<file path="config.mk">
export PLATFORM = sky130hd
export DESIGN_NAME = cp0_exc_sequencer_flat
export DESIGN_NICKNAME = d
export VERILOG_FILES = /design/src/rtl/cp0_exc_sequencer_pkg.sv /design/src/rtl/cp0_exc_sequencer_if.sv /design/src/rtl/cp0_exc_sequencer_sel_decode.sv /design/src/rtl/cp0_exc_sequencer.sv /design/src/flat_wrapper.sv
export SDC_FILE = /design/constraint.sdc
export NUM_CORES = 1
export LEC_CHECK = 0
export ABC_AREA = 1
export CORE_ASPECT_RATIO = 1.25
export CORE_MARGIN = 4
export CORE_UTILIZATION = 35
export CTS_CLUSTER_SIZE = 40
export DETAILED_ROUTE_END_ITERATION = 6
export GPL_TIMING_DRIVEN = 0
export PLACE_DENSITY = 0.83
export RECOVER_POWER = 25
export SETUP_SLACK_MARGIN = 0.5
export SYNTH_ARGS = -nofsm -noshare
export SYNTH_HDL_FRONTEND = slang
export SYNTH_SLANG_ARGS = --single-unit
</file>
<file path="constraint.sdc">
create_clock -name clk -period 1.45 [get_ports clk]
set_input_delay 0.29 -clock clk [delete_from_list [all_inputs] [get_ports clk]]
set_output_delay 0.29 -clock clk [all_outputs]
set_load 0.005 [all_outputs]
</file>
<file path="src/rtl/cp0_exc_sequencer_pkg.sv">
// Shared CP0 select codes, FSM encodings and default handler address for the exception sequencer.
// The macros are visible to every later file of the block; the package mirrors them as typed constants.
`ifndef CP0_EXC_SEQUENCER_DEFS
`define CP0_EXC_SEQUENCER_DEFS
`define CP0_SEL_SR      2'd0
`define CP0_SEL_CAS     2'd1
`define CP0_SEL_EPC     2'd2
`define CP0_SEL_PRID    2'd3
`define CP0_ST_IDLE     3'd0
`define CP0_ST_DRAIN    3'd1
`define CP0_ST_ENTER    3'd2
`define CP0_ST_REDIRECT 3'd3
`define CP0_ST_ERET     3'd4
`define CP0_HANDLER_PC  30'h0000_1060
`endif

package cp0_exc_sequencer_pkg;
  localparam logic [1:0]  SEL_SR          = `CP0_SEL_SR;
  localparam logic [1:0]  SEL_CAS         = `CP0_SEL_CAS;
  localparam logic [1:0]  SEL_EPC         = `CP0_SEL_EPC;
  localparam logic [1:0]  SEL_PRID        = `CP0_SEL_PRID;
  localparam logic [29:0] DEF_HANDLER_PC  = `CP0_HANDLER_PC;
  localparam logic [4:0]  CP0_RD_FIRST    = 5'd12;
endpackage

</file>
<file path="src/rtl/cp0_exc_sequencer_if.sv">
// Commit-stage / CP0 / fetch-control signal bundle of the exception sequencer.
// master drives the commit-side inputs, slave is the sequencer itself.
interface cp0_exc_sequencer_if;
  logic        int_req;
  logic [29:0] epc;
  logic        inst_valid;
  logic [29:0] commit_pc;
  logic        is_eret;
  logic        is_mtc0;
  logic        is_mfc0;
  logic [4:0]  cp0_rd;
  logic        pipe_empty;
  logic [1:0]  cp0_sel;
  logic        cp0_wen;
  logic        exl_set;
  logic        exl_clr;
  logic [29:0] cp0_pc;
  logic        stall;
  logic        flush;
  logic        redirect;
  logic [29:0] redirect_pc;
  logic        illegal_cp0;

  modport master (
    output int_req, epc, inst_valid, commit_pc, is_eret, is_mtc0, is_mfc0, cp0_rd, pipe_empty,
    input  cp0_sel, cp0_wen, exl_set, exl_clr, cp0_pc, stall, flush, redirect, redirect_pc,
           illegal_cp0
  );

  modport slave (
    input  int_req, epc, inst_valid, commit_pc, is_eret, is_mtc0, is_mfc0, cp0_rd, pipe_empty,
    output cp0_sel, cp0_wen, exl_set, exl_clr, cp0_pc, stall, flush, redirect, redirect_pc,
           illegal_cp0
  );
endinterface

</file>
<file path="src/rtl/cp0_exc_sequencer_sel_decode.sv">
// Combinational CP0 register decode: {valid, rd} -> {sel, legal}; zero latency.
// Only rd 12..15 (SR, Cause, EPC, PRID) map; anything else reports illegal and selects SR.
module cp0_sel_decode
  import cp0_exc_sequencer_pkg::*;
(
  input  logic       valid,
  input  logic [4:0] rd,
  output logic [1:0] sel,
  output logic       legal
);
  always_comb begin
    sel   = SEL_SR;
    legal = 1'b0;
    if (valid && (rd[4:2] == CP0_RD_FIRST[4:2])) begin
      legal = 1'b1;
      sel   = rd[1:0];
    end
  end
endmodule

</file>
<file path="src/rtl/cp0_exc_sequencer.sv">
// CP0 port arbiter and interrupt/eret sequencer: interrupt reaches redirect DRAIN_CYCLES+2 cycles after
// acceptance while pipe_empty holds; pipe_empty=0 stretches DRAIN, eret redirects one cycle after commit.
module cp0_exc_sequencer
  import cp0_exc_sequencer_pkg::*;
#(
  parameter logic [29:0] HANDLER_PC   = `CP0_HANDLER_PC,
  parameter int unsigned DRAIN_CYCLES = 2
) (
  input  logic                 clk,
  input  logic                 reset,
  cp0_exc_sequencer_if.slave   bus
);
  localparam logic [2:0] IDLE       = `CP0_ST_IDLE;
  localparam logic [2:0] DRAIN      = `CP0_ST_DRAIN;
  localparam logic [2:0] ENTER      = `CP0_ST_ENTER;
  localparam logic [2:0] REDIRECT   = `CP0_ST_REDIRECT;
  localparam logic [2:0] ERET       = `CP0_ST_ERET;
  localparam logic [3:0] DRAIN_LAST = 4'(DRAIN_CYCLES - 1);

  logic [2:0]  state_q, state_d;
  logic [3:0]  cnt_q;
  logic [29:0] pc_q;
  logic        cp0_op;
  logic        dec_legal;
  logic [1:0]  dec_sel;
  logic        in_idle;
  logic        int_take;
  logic        eret_take;
  logic        drain_done;

  assign cp0_op     = bus.inst_valid & (bus.is_mtc0 | bus.is_mfc0);
  assign in_idle    = (state_q == IDLE);
  assign int_take   = in_idle & bus.int_req;
  assign eret_take  = in_idle & ~bus.int_req & bus.inst_valid & bus.is_eret;
  assign drain_done = (cnt_q >= DRAIN_LAST) & bus.pipe_empty;

  cp0_sel_decode u_sel_decode (
    .valid (cp0_op),
    .rd    (bus.cp0_rd),
    .sel   (dec_sel),
    .legal (dec_legal)
  );

  always_comb begin
    state_d = state_q;
    case (state_q)
      IDLE: begin
        if (int_take)       state_d = DRAIN;
        else if (eret_take) state_d = ERET;
      end
      DRAIN:    if (drain_done) state_d = ENTER;
      ENTER:    state_d = REDIRECT;
      REDIRECT: state_d = IDLE;
      ERET:     state_d = IDLE;
      default:  state_d = IDLE;
    endcase
  end

  always_ff @(posedge clk or negedge reset) begin
    if (!reset) begin
      state_q <= IDLE;
      cnt_q   <= 4'd0;
      pc_q    <= 30'd0;
    end else begin
      state_q <= state_d;
      if (int_take) pc_q <= bus.commit_pc;
      // Counter restarts on every DRAIN entry and saturates so a long drain cannot wrap past the threshold.
      if (state_q != DRAIN)                   cnt_q <= 4'd0;
      else if (!drain_done && cnt_q != 4'hf)  cnt_q <= cnt_q + 4'd1;
    end
  end

  assign bus.cp0_pc = pc_q;

  // Outputs are forced quiet while reset is held, independent of the live inputs.
  always_comb begin
    bus.cp0_sel     = SEL_SR;
    bus.cp0_wen     = 1'b0;
    bus.exl_set     = 1'b0;
    bus.exl_clr     = 1'b0;
    bus.stall       = 1'b0;
    bus.flush       = 1'b0;
    bus.redirect    = 1'b0;
    bus.redirect_pc = HANDLER_PC;
    bus.illegal_cp0 = 1'b0;
    if (reset) begin
      case (state_q)
        IDLE: begin
          if (bus.int_req) begin
            bus.stall = 1'b1;
            bus.flush = 1'b1;
          end else if (bus.inst_valid && bus.is_eret) begin
            bus.flush   = 1'b1;
            bus.exl_clr = 1'b1;
          end else if (cp0_op) begin
            if (dec_legal) begin
              bus.cp0_sel = dec_sel;
              bus.cp0_wen = bus.is_mtc0;
            end else begin
              bus.illegal_cp0 = 1'b1;
            end
          end
        end
        DRAIN: bus.stall = 1'b1;
        ENTER: begin
          bus.stall   = 1'b1;
          bus.exl_set = 1'b1;
        end
        REDIRECT: begin
          bus.stall    = 1'b1;
          bus.redirect = 1'b1;
        end
        ERET: begin
          bus.stall       = 1'b1;
          bus.redirect    = 1'b1;
          bus.redirect_pc = bus.epc;
        end
        default: ;
      endcase
    end
  end
endmodule
</file>
<file path="src/flat_wrapper.sv">
// flat-port wrapper written by rule: the top's interface ports become plain ports
module cp0_exc_sequencer_flat import cp0_exc_sequencer_pkg::*;
#(
  parameter logic [29:0] HANDLER_PC   = `CP0_HANDLER_PC,
  parameter int unsigned DRAIN_CYCLES = 2
)
  (clk, reset, bus_int_req, bus_epc, bus_inst_valid, bus_commit_pc, bus_is_eret, bus_is_mtc0, bus_is_mfc0, bus_cp0_rd, bus_pipe_empty, bus_cp0_sel, bus_cp0_wen, bus_exl_set, bus_exl_clr, bus_cp0_pc, bus_stall, bus_flush, bus_redirect, bus_redirect_pc, bus_illegal_cp0);
  cp0_exc_sequencer_if bus_i ();
  input  logic clk;
  input  logic reset;
  input wire logic [$bits(bus_i.int_req)-1:0] bus_int_req;
  input wire logic [$bits(bus_i.epc)-1:0] bus_epc;
  input wire logic [$bits(bus_i.inst_valid)-1:0] bus_inst_valid;
  input wire logic [$bits(bus_i.commit_pc)-1:0] bus_commit_pc;
  input wire logic [$bits(bus_i.is_eret)-1:0] bus_is_eret;
  input wire logic [$bits(bus_i.is_mtc0)-1:0] bus_is_mtc0;
  input wire logic [$bits(bus_i.is_mfc0)-1:0] bus_is_mfc0;
  input wire logic [$bits(bus_i.cp0_rd)-1:0] bus_cp0_rd;
  input wire logic [$bits(bus_i.pipe_empty)-1:0] bus_pipe_empty;
  output wire logic [$bits(bus_i.cp0_sel)-1:0] bus_cp0_sel;
  output wire logic [$bits(bus_i.cp0_wen)-1:0] bus_cp0_wen;
  output wire logic [$bits(bus_i.exl_set)-1:0] bus_exl_set;
  output wire logic [$bits(bus_i.exl_clr)-1:0] bus_exl_clr;
  output wire logic [$bits(bus_i.cp0_pc)-1:0] bus_cp0_pc;
  output wire logic [$bits(bus_i.stall)-1:0] bus_stall;
  output wire logic [$bits(bus_i.flush)-1:0] bus_flush;
  output wire logic [$bits(bus_i.redirect)-1:0] bus_redirect;
  output wire logic [$bits(bus_i.redirect_pc)-1:0] bus_redirect_pc;
  output wire logic [$bits(bus_i.illegal_cp0)-1:0] bus_illegal_cp0;
  assign bus_i.int_req = bus_int_req;
  assign bus_i.epc = bus_epc;
  assign bus_i.inst_valid = bus_inst_valid;
  assign bus_i.commit_pc = bus_commit_pc;
  assign bus_i.is_eret = bus_is_eret;
  assign bus_i.is_mtc0 = bus_is_mtc0;
  assign bus_i.is_mfc0 = bus_is_mfc0;
  assign bus_i.cp0_rd = bus_cp0_rd;
  assign bus_i.pipe_empty = bus_pipe_empty;
  assign bus_cp0_sel = bus_i.cp0_sel;
  assign bus_cp0_wen = bus_i.cp0_wen;
  assign bus_exl_set = bus_i.exl_set;
  assign bus_exl_clr = bus_i.exl_clr;
  assign bus_cp0_pc = bus_i.cp0_pc;
  assign bus_stall = bus_i.stall;
  assign bus_flush = bus_i.flush;
  assign bus_redirect = bus_i.redirect;
  assign bus_redirect_pc = bus_i.redirect_pc;
  assign bus_illegal_cp0 = bus_i.illegal_cp0;
  cp0_exc_sequencer #(.HANDLER_PC(HANDLER_PC), .DRAIN_CYCLES(DRAIN_CYCLES)) u_core (.clk(clk), .reset(reset), .bus(bus_i));
endmodule
</file>
==> results_dict.tcl, run 1 <==
set metrics [dict create \
    outcome "complete, but fails checks" \
    violations "negative hold slack, negative setup slack" \
    async_flop_share 1.00 \
    crit_path_end_kind "output pin" \
    drv_cap 0 \
    nFillCells 334 \
    pwr-share-clk 0.119 \
    cts_made_buffers 5 \
    cts_tree "done" \
    ys_ff_latch 37 \
    cp_common_cell "buf_6" \
    synth_top_area_share 0.467 \
    finalMaxSlewViolations 0 \
    clkTransAtPathRegs_ns 0.08 \
    root_buffer "clkbuf_8" \
    fin_crit_sh 1.31 \
    drive_gt1_frac 0.525 \
    viasPerCell 4.95 \
    core_um2 5480 \
    grt_max_degree 39 \
    syn_inst 274 \
    dr.pass1.iters 4 \
    clock_latency_ns 0.29 \
    slew_headroom 0.678 \
    worstPathRequired_ns 1.16 \
    dieArea_um2 6940 \
    synth.avg_cell_area_um2 7.24 \
    p_total_uw 6870 \
    ys_types 23 \
    yosys.cell_count.top_type "nand2_1" \
    ctsHoldBuffers 1 \
    grt-ovfl-total 0 \
    hpwl_um 5200 \
    rsz0062_at_grt "true" \
    irDropWorstVdd_mv 1.16 \
    cp.arrival_ns 1.61 \
    die_x_um 75.3 \
    rows 30 \
    grtUsageTotal 0.232 \
    dpl_cell_area_um2 3550 \
    critical-path-max-stage-delay_ns 0.41 \
    p_sw_uw 2690 \
    route.detailed.drc 0 \
    cp_num_buf_inv 5 \
    antenna_cells 0 \
    layoutNonFillerInstCount 563 \
    yosysSeqAreaShare 0.467 \
    r2r_start "u_core.state_q[0]$_DFFE_PN0P_" \
    grt_pass1_wl_um 12600 \
    min_period_ns 1.90 \
    io_buffers 140 \
    combPwrFrac 0.622 \
    grt_pass1_vias 2717 \
    clock_skew_ns 0.0101 \
    nets 574 \
    fp.dieH_um 92.2 \
    path_cells "inv_2 -> nand2_4 -> inv_4 -> nand3_4 -> buf_6 -> buf_6 -> nor2_1 -> buf_2" \
    layout-area-overhead-vs-synth_pct 120 \
    sequential_cell_area_um2 928 \
    setup_ws_ns -0.447 \
    hold_violations 32 \
    ys_top_cells_by_count "80 x nand2_1, 42 x nor2_1, 39 x nand3_1" \
    power_leakage_uw 0.00235 \
    critPathKind "reg -> out" \
    avgRoutedWirePerCell_um 16.6 \
    syn-num-nets 350 \
    synthFlopType "dfrtp_1" \
    htreeDepth 2 \
    synth_edf_count 0 \
    yosys.area.top_type "dfrtp_1" \
    rr_endpoint "u_core.state_q[0]$_DFFE_PN0P_" \
    multi_input_area_um2 1210 \
    intPower_uw 4180 \
    min_path_type "in -> async" \
    critPathMaxFanout 6 \
    dp.cells 479 \
    start_util 0.362 \
    worstRegToRegCells 11 \
    fin_area_um2 4370 \
    startpoint_type "register" \
    clockBufferDepth 2 \
    fmax_ghz 0.527 \
    tightestPinTransition_ns 0.482 \
    ys.warnings.count 0 \
    place.gp.congestion 0.801 \
    p_sw_frac 0.391 \
    timing.hold.ws_ns -0.0382 \
    cts.sinks 37 \
    power_density_nw_per_um2 1570 \
    setup_viol 69 \
    antenna_found_initial 0 \
    tns_ns -14.70 \
    drt_iter0_drc 132 \
    crit_family "buffers and inverters" \
    ff2ff_setup_slack_ns -0.12 \
    slowest_stage "dfrtp_1" \
    ant_nets 0 \
    ioPinCount 142 \
    seqPwrFrac 0.259 \
    via_count 2785 \
    syn_area_um2 1980 \
    netlist_top_cells_area "dfrtp_1 47%, nand2_1 15%, nand3_1 9.8%" \
    drt_wl_total_um 9360 \
]
[metal layers]
metal  routed length (um)  global-route usage  up-vias
li1                     -                   -     1281
met1                 3080               0.228     1320
met2                 5000               0.425      151
met3                  930              0.0581       33
met4                  359               0.120        0
met5                    0                   0        -
[how the worst max path moves through the flow]
stage / from / to / depth (start not counted)
floorplan: u_core.state_q[1]$_DFFE_PN0P_ / bus_redirect_pc[12] / 6
global placement: reset / bus_redirect / 4
detailed placement: bus_inst_valid / bus_cp0_sel[0] / 7
CTS: u_core.state_q[0]$_DFFE_PN0P_ / bus_redirect_pc[12] / 7
global route: u_core.state_q[0]$_DFFE_PN0P_ / bus_redirect_pc[21] / 8
finish: u_core.state_q[0]$_DFFE_PN0P_ / bus_redirect_pc[21] / 8
[timing repair]
action | in CTS | in global routing
endpoints found under the hold margin | 3 | 30
pin swaps | 24 | 18
resized for setup | 350 | 72
endpoints found under the setup margin | 106 | 106
setup buffers | 47 | 22
gates cloned | 6 | 0
[cell type report]
type / instances / area share
multi-input combinational: 183 / 0.277
inverter: 41 / 0.0364
buffer: 13 / 0.0258
clock inverter: 1 / 0.00200
tap: 64 / 0.0183
timing repair buffer: 217 / 0.406
sequential: 37 / 0.212
clock buffer: 7 / 0.0220
[cell usage in the layout (no fill, tap or decap), drive strengths merged]
master	instances
xor2	1
a21oi	1
nor3b	1
nand3	39
nand4	4
nor2	43
ha	3
dfrtp	37
clkdlybuf4s50	65
inv	42
dlygate4sd2	2
o21ai	3
dlymetal6s2s	3
clkbuf	8
or2	3
buf	158
nand3b	1
nor4	1
nand2	82
dlygate4sd3	1
nor3	1
[power groups by stage]
| stage | clock, uW | sequential, uW | combinational [uW] |
|---|---|---|---|
| 6_report | 818 | 1780 | 4270 |
| 5_1_grt | 890 | 1830 | 4600 |
| 4_1_cts | 843 | 1760 | 3530 |
| 3_5_place_dp | 0 | 1770 | 2800 |
| 3_3_place_gp | 0 | 1770 | 2710 |
| 2_1_floorplan | 0 | 1790 | 1270 |
[state kept, by name, summed over array words and instances (netlist names)]
| register | flops |
|---|---|
| u_core.state_q | 3 |
| u_core.bus.cp0_pc | 30 |
| u_core.cnt_q | 4 |
[cell families (layout without fill, tap and decap cells)]
group | count (synthesis) | after routing | share of synthesized area
AND/OR/NAND/NOR | 175 | 175 | 0.377
XOR/XNOR | 1 | 1 | 0.00442
AO/OA/AOI/OAI | 4 | 4 | 0.0101
flip-flops | 37 | 37 | 0.467
buffers and inverters | 54 | 279 | 0.123
adder cells (fa/ha/maj) | 3 | 3 | 0.0189
[per-stage QoR]
stage	hold slack (ns)	setup WS, ns	util
2_1_floorplan	-0.00559	0.186	-
3_3_place_gp	0.455	-2.41	0.645
3_5_place_dp	0.110	-0.677	0.648
4_1_cts	-0.0336	-0.360	0.723
5_1_grt	-0.0203	-0.554	0.797
6_report	-0.0382	-0.447	0.797
No activity file was read; power rests on OpenSTA's default activity.
==> run 2, diff against run 1 <==
--- a/config.mk
+++ b/config.mk
@@ -6,15 +6,18 @@
 export NUM_CORES = 1
 export LEC_CHECK = 0
 export ABC_AREA = 1
+export CELL_PAD_IN_SITES_DETAIL_PLACEMENT = 1
+export CELL_PAD_IN_SITES_GLOBAL_PLACEMENT = 1
 export CORE_ASPECT_RATIO = 1.25
 export CORE_MARGIN = 4
-export CORE_UTILIZATION = 35
+export CORE_UTILIZATION = 23
 export CTS_CLUSTER_SIZE = 40
 export DETAILED_ROUTE_END_ITERATION = 6
 export GPL_TIMING_DRIVEN = 0
 export PLACE_DENSITY = 0.83
 export RECOVER_POWER = 25
 export SETUP_SLACK_MARGIN = 0.5
+export SKIP_LAST_GASP = 1
 export SYNTH_ARGS = -nofsm -noshare
 export SYNTH_HDL_FRONTEND = slang
 export SYNTH_SLANG_ARGS = --single-unit
==> results_dict.tcl, run 2 (synthesis results as in run 1) <==
set metrics [dict create \
    fp.dieH_um 112 \
    power_leakage_uw 0.00238 \
    drt_iter0_drc 52 \
    irDropWorstVdd_mv 0.913 \
    min_period_ns 1.74 \
    p_sw_uw 2910 \
    crit_path_end_kind "output pin" \
    grt_max_degree 18 \
    critPathMaxFanout 5 \
    intPower_uw 4640 \
    hold_violations 13 \
    cts_made_buffers 5 \
    path_cells "inv_2 -> nand2_4 -> inv_4 -> nand3_4 -> buf_6 -> or2_1 -> buf_2" \
    pwr-share-clk 0.110 \
    layout-area-overhead-vs-synth_pct 130 \
    dr.pass1.iters 4 \
    io_buffers 140 \
    cts_tree "done" \
    setup_ws_ns -0.293 \
    clockBufferDepth 2 \
    ioPinCount 142 \
    dp.cells 512 \
    violations "negative hold slack, negative setup slack" \
    final_cell_mix "70 x buf_2, 64 x clkdlybuf4s50_1, 49 x buf_4" \
    grt_pass1_wl_um 14500 \
    cp_num_buf_inv 4 \
    htreeDepth 2 \
    tightestPinTransition_ns 0.519 \
    layoutNonFillerInstCount 597 \
    fin_crit_sh 1.20 \
    tns_ns -13.77 \
    critPathKind "reg -> out" \
    critical-path-max-stage-delay_ns 0.40 \
    ctsHoldBuffers 1 \
    rows 37 \
    drt_wl_total_um 9600 \
    slowest_stage "dfrtp_1" \
    hpwl_um 6000 \
    core_um2 8330 \
    slew_headroom 0.654 \
    rsz0062_at_grt "true" \
    combPwrFrac 0.652 \
    final_common_cell "buf_2" \
    p_sw_frac 0.385 \
    setup_viol 70 \
    grtUsageTotal 0.174 \
    viasPerCell 4.46 \
    power_density_nw_per_um2 1650 \
    dpl_cell_area_um2 3590 \
    drv_cap 0 \
    dieArea_um2 10200 \
    outcome "complete, but fails checks" \
    timing.hold.ws_ns -0.0322 \
    final_core_util 0.548 \
    startpoint_type "register" \
    grt-ovfl-total 0 \
    cts.sinks 37 \
    clock_latency_ns 0.29 \
    worstPathRequired_ns 1.16 \
    die_x_um 91.1 \
    clkTransAtPathRegs_ns 0.08 \
    crit_family "buffers and inverters" \
    start_util 0.238 \
    largest_reg_flops 30 \
    avgRoutedWirePerCell_um 16.1 \
    route.detailed.drc 0 \
    clock_skew_ns 0.00923 \
    antenna_found_initial 1 \
    ant_nets 0 \
    nFillCells 1002 \
    via_count 2660 \
    place.gp.congestion 0.777 \
    min_path_type "in -> async" \
    drive_gt1_frac 0.551 \
    seqPwrFrac 0.237 \
    finalMaxSlewViolations 0 \
    fmax_ghz 0.574 \
    nets 574 \
    root_buffer "clkbuf_8" \
    cp.arrival_ns 1.45 \
    grt_pass1_vias 2858 \
    fin_area_um2 4560 \
]
## run 2: cell count changes in the layout (fill, tap and decap cells not counted), sizes merged
cell           previous run  this run
bufbuf                    0         1
diode                     0         1
dlymetal6s2s              3         0
clkdlybuf4s50            65        64
buf                     158       157
dlygate4sd2               2         6
## run 2: final cells by class
type | instances | area (um^2) | share of cell area
multi-input cells | 183 | 1280 | 0.282
plain buffers | 13 | 135 | 0.0296
inverters | 41 | 159 | 0.0348
clock buffers | 7 | 96.3 | 0.0211
well taps | 97 | 121 | 0.0266
clock inverters | 1 | 8.76 | 0.00192
diodes | 1 | 2.50 | 0.000548
flip-flops and latches | 37 | 928 | 0.203
repair buffers | 217 | 1830 | 0.400
## run 2: final timing paths
check / start / to / slack, ns / depth (start not counted)
setup reg to reg: u_core.state_q[0]$_DFFE_PN0P_ / u_core.bus.cp0_pc[25]$_DFFE_PN0P_ / -0.18 / 12
min in group clk: u_core.bus.cp0_pc[23]$_DFFE_PN0P_ / u_core.bus.cp0_pc[23]$_DFFE_PN0P_ / 0.48 / 2
setup / recovery: u_core.state_q[0]$_DFFE_PN0P_ / bus_redirect_pc[5] / -0.29 / 7
max in group asynchronous: reset / u_core.bus.cp0_pc[11]$_DFFE_PN0P_ / 0.70 / 2
hold reg to reg: u_core.bus.cp0_pc[23]$_DFFE_PN0P_ / u_core.bus.cp0_pc[23]$_DFFE_PN0P_ / 0.48 / 2
hold / removal: reset / u_core.bus.cp0_pc[4]$_DFFE_PN0P_ / -0.03 / 2
## run 2: stage by stage
step	total power, uW	setup WS [ns]
final	7550	-0.293
after detailed placement	4640	-0.759
after CTS	6720	-0.298
after global routing	8060	-0.373
after global placement	4530	-2.30
after floorplan	3060	0.186
## run 2: timing repair
item                                    CTS  global route
endpoints found under the setup margin  106           106
cloned                                    8             0
resized for setup                       385            59
hold endpoints to repair                  7            13
pin swaps                                28            17
setup buffers                            43            24
## run 2: power by group through the flow
stage | logic, uW | registers (uW) | clock network (uW)
after CTS | 4110 | 1780 | 834
after floorplan | 1270 | 1790 | 0
final | 4930 | 1790 | 832
after detailed placement | 2840 | 1800 | 0
after global placement | 2750 | 1780 | 0
after global routing | 5330 | 1850 | 887
## run 2: metal layers
layer  track usage  routed length, um
met5             0                  0
met4        0.0412                125
met3        0.0520                634
met2         0.345               5540
met1         0.173               3300
## run 2: worst register-to-register path: cells and delay by family (launching register included)
| family | cells | cell delay, ns |
|---|---|---|
| flops | 1 | 0.40 |
| simple gates | 4 | 0.36 |
| buf+inv | 8 | 0.82 |
==> run 3, diff against run 2 <==
==> constraint.sdc (replaced) <==
create_clock -name clk -period 1.45 [get_ports clk]
set_input_delay 0.2175 -clock clk [delete_from_list [all_inputs] [get_ports clk]]
set_output_delay 0.2175 -clock clk [all_outputs]
set_load 0.005 [all_outputs]
==> results_dict.tcl, run 3 (synthesis results as in run 1) <==
set metrics [dict create \
    io_buffers 140 \
    fmax_ghz 0.590 \
    p_sw_uw 2630 \
    hold_violations 26 \
    p_sw_frac 0.394 \
    final_common_cell "clkdlybuf4s50_1" \
    p_total_uw 6680 \
    drv_cap 0 \
    setup_viol 68 \
    cts_tree "done" \
    irDropWorstVdd_mv 0.825 \
    cp.arrival_ns 1.48 \
    min_period_ns 1.69 \
    largest_reg_flops 30 \
    clockBufferDepth 2 \
    path_cells "inv_2 -> nand2_4 -> inv_4 -> nand3_4 -> buf_6 -> or2_1 -> buf_2" \
    grt_pass1_wl_um 13900 \
    worstPathRequired_ns 1.23 \
    combPwrFrac 0.630 \
    dp_slack_ns -0.608 \
    nets 549 \
    dieArea_um2 10200 \
    antenna_found_initial 0 \
    clock_latency_ns 0.28 \
    drt_wl_total_um 8940 \
    route.detailed.drc 0 \
    core_um2 8330 \
    seqPwrFrac 0.266 \
    slowest_stage "dfrtp_1" \
    viasPerCell 4.42 \
    tns_ns -7.55 \
    htreeDepth 2 \
    hpwl_um 6020 \
    dr.pass1.iters 4 \
    critPathMaxFanout 5 \
    worstRegToRegCells 10 \
    rsz0062_at_grt "true" \
    cts_made_buffers 5 \
    critPathKind "reg -> out" \
    final_core_util 0.503 \
    intPower_uw 4040 \
    ant_nets 0 \
    ioPinCount 142 \
    rr_endpoint "u_core.bus.cp0_pc[26]$_DFFE_PN0P_" \
    clock_skew_ns 0.00548 \
    pwr-share-clk 0.104 \
    fin_crit_sh 1.17 \
    via_count 2518 \
    die_x_um 91.1 \
    grtUsageTotal 0.168 \
    antenna_cells 0 \
    final_cell_mix "70 x clkdlybuf4s50_1, 69 x buf_2, 48 x nand2_1" \
    start_util 0.238 \
    grt_pass1_vias 2694 \
    startpoint_type "register" \
    layout-area-overhead-vs-synth_pct 111 \
    slew_headroom 0.652 \
    fp.dieH_um 112 \
    grt_max_degree 31 \
    power_density_nw_per_um2 1590 \
    avgRoutedWirePerCell_um 15.7 \
    root_buffer "clkbuf_8" \
    finalMaxSlewViolations 0 \
    ff2ff_setup_slack_ns -0.05 \
    place.gp.congestion 0.811 \
    drive_gt1_frac 0.469 \
    violations "negative hold slack, negative setup slack" \
    tightestPinTransition_ns 0.520 \
    min_path_type "in -> async" \
    crit_path_end_kind "output pin" \
    critical-path-max-stage-delay_ns 0.40 \
    setup_ws_ns -0.244 \
    outcome "complete, but fails checks" \
    cts.sinks 37 \
    clkTransAtPathRegs_ns 0.08 \
    timing.hold.ws_ns -0.118 \
    rows 37 \
    r2r_start "u_core.state_q[0]$_DFFE_PN0P_" \
    drt_iter0_drc 71 \
    power_leakage_uw 0.00220 \
    grt-ovfl-total 0 \
]
==> run 3: area by class of cell <==
class | count | area (um^2)
buffer | 13 | 131
clock buffer | 6 | 72.6
clock inverter | 1 | 8.76
fill | 1006 | 4140
inverter | 41 | 156
multi-input combinational | 183 | 1180
sequential | 37 | 927
tap | 97 | 121
timing repair buffer | 192 | 1600
==> run 3: metal layers <==
layer  global-route usage  routed length, um
met1                0.176               3250
met2                0.336               5080
met3               0.0351                441
met4               0.0382                169
met5                    0                  0
==> run 3: worst max-delay path, delay by kind of cell, from the launching register on <==
family	cells	cell delay, ns
buf+inv	4	0.44
simple gates	3	0.37
flops	1	0.40
==> run 3: stage by stage <==
stage	hold WS, ns	instance area (um^2)	instances
3_5_place_dp	0.122	3570	512
4_1_cts	-0.240	3850	550
5_1_grt	-0.124	4190	570
2_1_floorplan	-0.0781	2030	274
6_report	-0.118	4190	570
3_3_place_gp	0.453	3560	511
==> run 3: what timing repair did <==
item	4_1_cts	5_1_grt
setup buffers	23	19
endpoints found under the hold margin	11	11
pin swaps	16	14
setup endpoints to repair	106	106
gates cloned	8	0
resized for setup	353	48
==> run 3: how the worst max path moves through the flow <==
stage	cells past startpoint	to	startpoint	slack (ns)
final	7	bus_redirect_pc[12]	u_core.state_q[0]$_DFFE_PN0P_	-0.24
after global routing	7	bus_redirect_pc[12]	u_core.state_q[0]$_DFFE_PN0P_	-0.33
after CTS	7	bus_redirect_pc[12]	u_core.state_q[0]$_DFFE_PN0P_	-0.25
after detailed placement	7	bus_cp0_sel[1]	bus_inst_valid	-0.61
after global placement	4	bus_redirect	reset	-2.13
after floorplan	6	bus_redirect_pc[12]	u_core.state_q[1]$_DFFE_PN0P_	0.26
==> run 3: power by group through the flow <==
stage	Combinational [uW]	Sequential (uW)	Clock (uW)
after CTS	3610	1800	721
after global placement	2720	1780	0
after floorplan	1240	1790	0
after global routing	4590	1830	768
after detailed placement	2810	1790	0
final	4210	1780	692
